## src/rtl/seg_scan_reader.sv

```systemverilog
// seg_scan_reader: recovers the displayed hex value from a time-multiplexed,
// active-low 7-segment bus. A digit is captured after its select and pattern
// have been seen unchanged for STABLE_CYCLES consecutive samples. A frame is
// reported once every digit has been captured at least once.
// Optional feature macro: SEG_READER_DP_EN (capture the decimal point). When it
// is undefined, dp_flags is tied low and segments[7] is ignored entirely.

module seg_scan_reader #(
  parameter int unsigned NUM_DIGITS    = 4,
  parameter int unsigned STABLE_CYCLES = 4
) (
  input  logic                          clk,
  input  logic                          resetn,
  input  logic [NUM_DIGITS-1:0]         anodes,
  input  logic [7:0]                    segments,
  output logic                          digit_valid,
  output logic [$clog2(NUM_DIGITS)-1:0] digit_idx,
  output logic                          frame_valid,
  output logic [4*NUM_DIGITS-1:0]       value,
  output logic [NUM_DIGITS-1:0]         dp_flags,
  output logic [NUM_DIGITS-1:0]         err_flags
);

  localparam int unsigned IdxW = $clog2(NUM_DIGITS);
  localparam int unsigned CntW = $clog2(STABLE_CYCLES + 1);
  localparam logic [CntW-1:0] CntOne  = CntW'(1);
  localparam logic [CntW-1:0] CntLast = CntW'(STABLE_CYCLES - 1);
`ifdef SEG_READER_DP_EN
  localparam logic [7:0] SegCmpMask = 8'hFF;
`else
  localparam logic [7:0] SegCmpMask = 8'h7F;
`endif

  typedef enum logic [1:0] {StWait, StSettle, StHeld} state_e;

  state_e                  state_q, state_d;
  logic [CntW-1:0]         cnt_q, cnt_d;
  logic [NUM_DIGITS-1:0]   smp_an_q;
  logic [7:0]              smp_seg_q;
  logic [NUM_DIGITS-1:0]   an_act;
  logic                    legal, same, capture, frame_fire;
  logic [IdxW-1:0]         sel_idx;
  logic [3:0]              dec_nib;
  logic                    dec_err;
  logic [4*NUM_DIGITS-1:0] work_val;
  logic [NUM_DIGITS-1:0]   work_err;
  logic [NUM_DIGITS-1:0]   mask_q, mask_d;

  // Select legality, stability against the previous sample, and selected index
  always_comb begin
    an_act  = ~anodes;
    legal   = (an_act != '0) && ((an_act & (an_act - 1'b1)) == '0);
    same    = (anodes == smp_an_q) && (((segments ^ smp_seg_q) & SegCmpMask) == 8'h00);
    sel_idx = '0;
    for (int unsigned i = 0; i < NUM_DIGITS; i++) begin
      if (!anodes[i]) sel_idx = IdxW'(i);
    end
  end

  // Inverse 7-segment decode of the g..a pattern
  always_comb begin
    dec_nib = 4'h0;
    dec_err = 1'b0;
    case (segments[6:0])
      7'h40: dec_nib = 4'h0;
      7'h79: dec_nib = 4'h1;
      7'h24: dec_nib = 4'h2;
      7'h30: dec_nib = 4'h3;
      7'h19: dec_nib = 4'h4;
      7'h12: dec_nib = 4'h5;
      7'h02: dec_nib = 4'h6;
      7'h78: dec_nib = 4'h7;
      7'h00: dec_nib = 4'h8;
      7'h18: dec_nib = 4'h9;
      7'h08: dec_nib = 4'hA;
      7'h03: dec_nib = 4'hB;
      7'h27: dec_nib = 4'hC;
      7'h21: dec_nib = 4'hD;
      7'h06: dec_nib = 4'hE;
      7'h0E: dec_nib = 4'hF;
      default: dec_err = 1'b1;
    endcase
  end

  // FSM state and stability counter register
  always_ff @(posedge clk or negedge resetn) begin
    if (!resetn) begin
      state_q <= StWait;
      cnt_q   <= '0;
    end else begin
      state_q <= state_d;
      cnt_q   <= cnt_d;
    end
  end

  // FSM next state: cnt counts consecutive identical samples of the current pattern
  always_comb begin
    state_d = state_q;
    cnt_d   = cnt_q;
    unique case (state_q)
      StWait: begin
        if (legal) begin
          state_d = StSettle;
          cnt_d   = CntOne;
        end
      end
      StSettle: begin
        if (same) begin
          if (cnt_q == CntLast) begin
            state_d = StHeld;
            cnt_d   = '0;
          end else begin
            cnt_d = cnt_q + 1'b1;
          end
        end else if (legal) begin
          cnt_d = CntOne;
        end else begin
          state_d = StWait;
          cnt_d   = '0;
        end
      end
      StHeld: begin
        if (!same) begin
          state_d = legal ? StSettle : StWait;
          cnt_d   = legal ? CntOne : '0;
        end
      end
      default: begin
        state_d = StWait;
        cnt_d   = '0;
      end
    endcase
  end

  // FSM outputs: capture on the sample that completes the stable run
  always_comb begin
    capture    = (state_q == StSettle) && same && (cnt_q == CntLast);
    frame_fire = &mask_q;
  end

  // Capture mask: a full mask publishes the frame and restarts collection
  always_comb begin
    mask_d = frame_fire ? '0 : mask_q;
    if (capture) mask_d[sel_idx] = 1'b1;
  end

  // Input sample, working entries, and published outputs
  always_ff @(posedge clk or negedge resetn) begin
    if (!resetn) begin
      smp_an_q    <= '0;
      smp_seg_q   <= '0;
      digit_valid <= 1'b0;
      digit_idx   <= '0;
      frame_valid <= 1'b0;
      work_val    <= '0;
      work_err    <= '0;
      mask_q      <= '0;
      value       <= '0;
      err_flags   <= '0;
    end else begin
      smp_an_q    <= anodes;
      smp_seg_q   <= segments;
      digit_valid <= capture;
      frame_valid <= frame_fire;
      mask_q      <= mask_d;
      if (capture) begin
        digit_idx                     <= sel_idx;
        work_val[{sel_idx, 2'b00} +: 4] <= dec_nib;
        work_err[sel_idx]             <= dec_err;
      end
      if (frame_fire) begin
        value     <= work_val;
        err_flags <= work_err;
      end
    end
  end

`ifdef SEG_READER_DP_EN
  logic [NUM_DIGITS-1:0] work_dp;

  // Decimal point capture and publication
  always_ff @(posedge clk or negedge resetn) begin
    if (!resetn) begin
      work_dp  <= '0;
      dp_flags <= '0;
    end else begin
      if (capture) work_dp[sel_idx] <= ~segments[7];
      if (frame_fire) dp_flags <= work_dp;
    end
  end
`else
  assign dp_flags = '0;
`endif

endmodule

```

## config.mk

```make
export PLATFORM = sky130hd
export DESIGN_NAME = seg_scan_reader
export DESIGN_NICKNAME = d
export VERILOG_FILES = /design/src/rtl/seg_scan_reader.sv
export SDC_FILE = /design/constraint.sdc
export NUM_CORES = 1
export LEC_CHECK = 0
export CAP_MARGIN = 20
export CORE_ASPECT_RATIO = 1.75
export CORE_MARGIN = 2
export CORE_UTILIZATION = 50
export DETAILED_ROUTE_END_ITERATION = 8
export HOLD_SLACK_MARGIN = 0.05
export MAX_ROUTING_LAYER = met4
export PLACE_DENSITY = 0.73
export REMOVE_ABC_BUFFERS = 1
export SLEW_MARGIN = 15
export SYNTH_ARGS = -nofsm -noshare
export SYNTH_HDL_FRONTEND = slang
export SYNTH_SLANG_ARGS = --single-unit
```

## constraint.sdc

```tcl
create_clock -name clk -period 2.1 [get_ports clk]
set_input_delay 0.42 -clock clk [delete_from_list [all_inputs] [get_ports clk]]
set_output_delay 0.42 -clock clk [all_outputs]
set_load 0.05 [all_outputs]
```

==> impl_results.md <==
* Status: completed
* Die Span X at 65.3 um
* Routability cong. at 0.851
* F_max at 491 MHz
* Static Leak at 0.00220 uW
* Most common cell after layout, fill and taps aside: nand2_1
* Critical R2R Capture: work_err[2]
* Pwr Density at 652 nW/um^2
* Measured slew at the worst slew-check pin at 603 ps
* Post-synthesis cell type count at 68
* Unrepaired setup endpoints after global routing: false
* Register clock-pin slew on the reported worst setup and hold paths at 50 ps
* Post-synth ARST share at 1.00
* Cts bufs inserted at 9
* Post-synthesis register bit count at 64
* Final Hold Violating Endpoints at 0
* Worst EP required at 2310 ps
* GRT Overall Usage at 0.226
* Post-Synthesis Cells at 322
* Worst setup margin at 62.1 ps
* Clk root buf: clkbuf_16
* IO Port Bufs at 36
* Clk_skew at 4.88 ps
* Initial DRT Pass Iterations at 4
* Setup_tns at 0 ps
* Hold slack at 94.4 ps
* # IOs at 42
* Die ar. at 7260 sq um
* P&R area growth vs syn at 35.8%
* CP Max Fanout at 7
* CP Class: primary input to flop
* Via/cell ratio at 5.29
* GRT overflow at 0
* Max_cap viols at 0
* Die Span Y at 111 um
* CORE AREA at 6440 sq um
* Synth Warn # at 0
* Via count at 2638
* Routed wire length at 7130 um
* Initial core utilization at 0.510
* Sink Count at 64
* Kind of start point of the critical path: primary input
* Worst Path Arrival at 2250 ps
* DR iter-0 viols at 180
* RR Startpoint: smp_seg_q[3]
* H-Tree Depth at 3
* Sequential area share after synthesis at 0.487
* First-pass GRT wire length at 12200 um
* CP Capture Type: flop
* Clock Tree Buf Depth at 2
* Share of post-route cells with drive strength above 1 at 0.247
* # DRC at 0
* Post-detail-place hpwl at 5270 um
* DR WL/cell at 14.3 um
* Largest net degree at the start of global routing at 65
* Number of fill cells at 519
* Row count at 39
* Final period utilization at 0.970
* Routed Antenna Nets at 0
* Depth of the worst register-to-register path at 6
* Synth Flop Type: dfrtp_1
* N_diodes at 0
* Max_slew headroom at 0.598
* Final nets at 434
* Initial antenna violation count at 0
* Max IR drop VDD at 0.000430 V
* Most frequent cells in the layout: nand2_1, dfrtp_1, buf_4, clkdlybuf4s50_1, nor2_1
* Via count of the first global-routing pass at 2692
* Final min period at 2040 ps
* Post-Syn Area per Cell at 10.2 sq um
* Fin. max-slew vios at 0
* Post-synthesis cell area at 3290 sq um
* Pre-CTS setup slack at -357 ps
* Number of flops mapped to enable cells by yosys at 0
* CTS tree: done
* Final setup violation count at 0
* Core Util, Final at 0.693
* Reg2Reg Setup Slack at 260 ps
* Clk Latency, worst-skew pair at 330 ps
* Worst hold path type: primary input to asynchronous set/reset pin
-- how the worst max path moves through the flow --
stage | from | to
floorplan | anodes[1] | work_val[10]
global placement | segments[0] | work_err[2]
detailed placement | segments[0] | work_err[2]
CTS | segments[0] | work_err[1]
global route | anodes[2] | work_val[15]
finish | anodes[1] | work_err[2]
-- cell type report --
type                            count  area (sq um)  share of cell area
Inverter                            8          30.0             0.00673
Timing Repair Buffer               96           865               0.194
Tap cell                           82           103              0.0230
Clock buffer                       12           246              0.0552
Clock inverter                      4          20.0             0.00449
Sequential cell                    64          1600               0.359
Multi-Input combinational cell    233          1600               0.358
-- metal layers --
metal | track usage | up-vias | share of wire
li1 | - | 1287 | -
met1 | 0.237 | 1282 | 0.38
met2 | 0.383 | 49 | 0.56
met3 | 0.0558 | 20 | 0.026
met4 | 0.117 | 0 | 0.037
met5 | - | - | 0
-- power by group --
group	total, uW	internal [uW]	switching [uW]
Sequential	1260	1250	10.3
Clock	1310	820	485
Combinational	340	151	189
-- cells in the mapped netlist (4+ instances only) --
library cell,number,area [sq um]
dfrtp_1,64,1600
mux2_1,5,56.3
nand4b_1,4,35.0
nor2_1,15,56.3
buf_2,4,20.0
nor3_1,7,35.0
buf_4,5,37.5
inv_1,8,30.0
clkbuf_1,5,18.8
buf_6,4,45.0
ha_1,8,100
nand2_1,82,308
nand4_1,4,25.0
a21o_1,4,30.0
xor2_1,13,114
nand2b_1,4,25.0
a21oi_1,6,30.0
nor2b_1,6,37.5
a22o_1,4,35.0
-- per-stage QoR --
| step | total power [uW] | instance area, sq um | std cells |
|---|---|---|---|
| floorplan | 1420 | 3160 | 305 |
| global placement | 1600 | 4050 | 476 |
| detailed placement | 1600 | 4050 | 476 |
| CTS | 2910 | 4320 | 492 |
| global route | 3020 | 4460 | 499 |
| finish | 2910 | 4460 | 499 |
-- state kept, by name (all words and copies together), names as in the netlist --
signal,count
digit_idx,2
work_err,4
mask_q,4
state_q,2
smp_an_q,4
smp_seg_q,7
value,16
work_val,16
cnt_q,3
err_flags,4
digit_valid,1
frame_valid,1
-- critical path: stages --
cell             delay, ps
clkdlybuf4s50_1        460
xor2_1                 220
nor4_4                 360
and4_4                 310
buf_12                 120
nand2_2                 70
mux2_4                 290
-- logic make-up after synthesis --
kind of cell               Yosys count  share of synthesized area
DFF                                 64                      0.487
AOI/OAI and AO/OA                   43                      0.103
buffers and inverters               28                     0.0522
other                                1                    0.00114
xor gates and xnor gates            14                     0.0373
adders and majority gates            9                     0.0335
muxes                               11                     0.0411
and+or+nand+nor                    152                      0.244
-- what timing repair did --
item | 4_1_cts | 5_1_grt
setup endpoints to repair | 5 | 23
pin swaps | 0 | 5
gates cloned | 0 | 1
gates resized for setup | 2 | 19
hold buffers | 0 | 0
buffers inserted | 0 | 6
(Power assumes the default switching activity.)
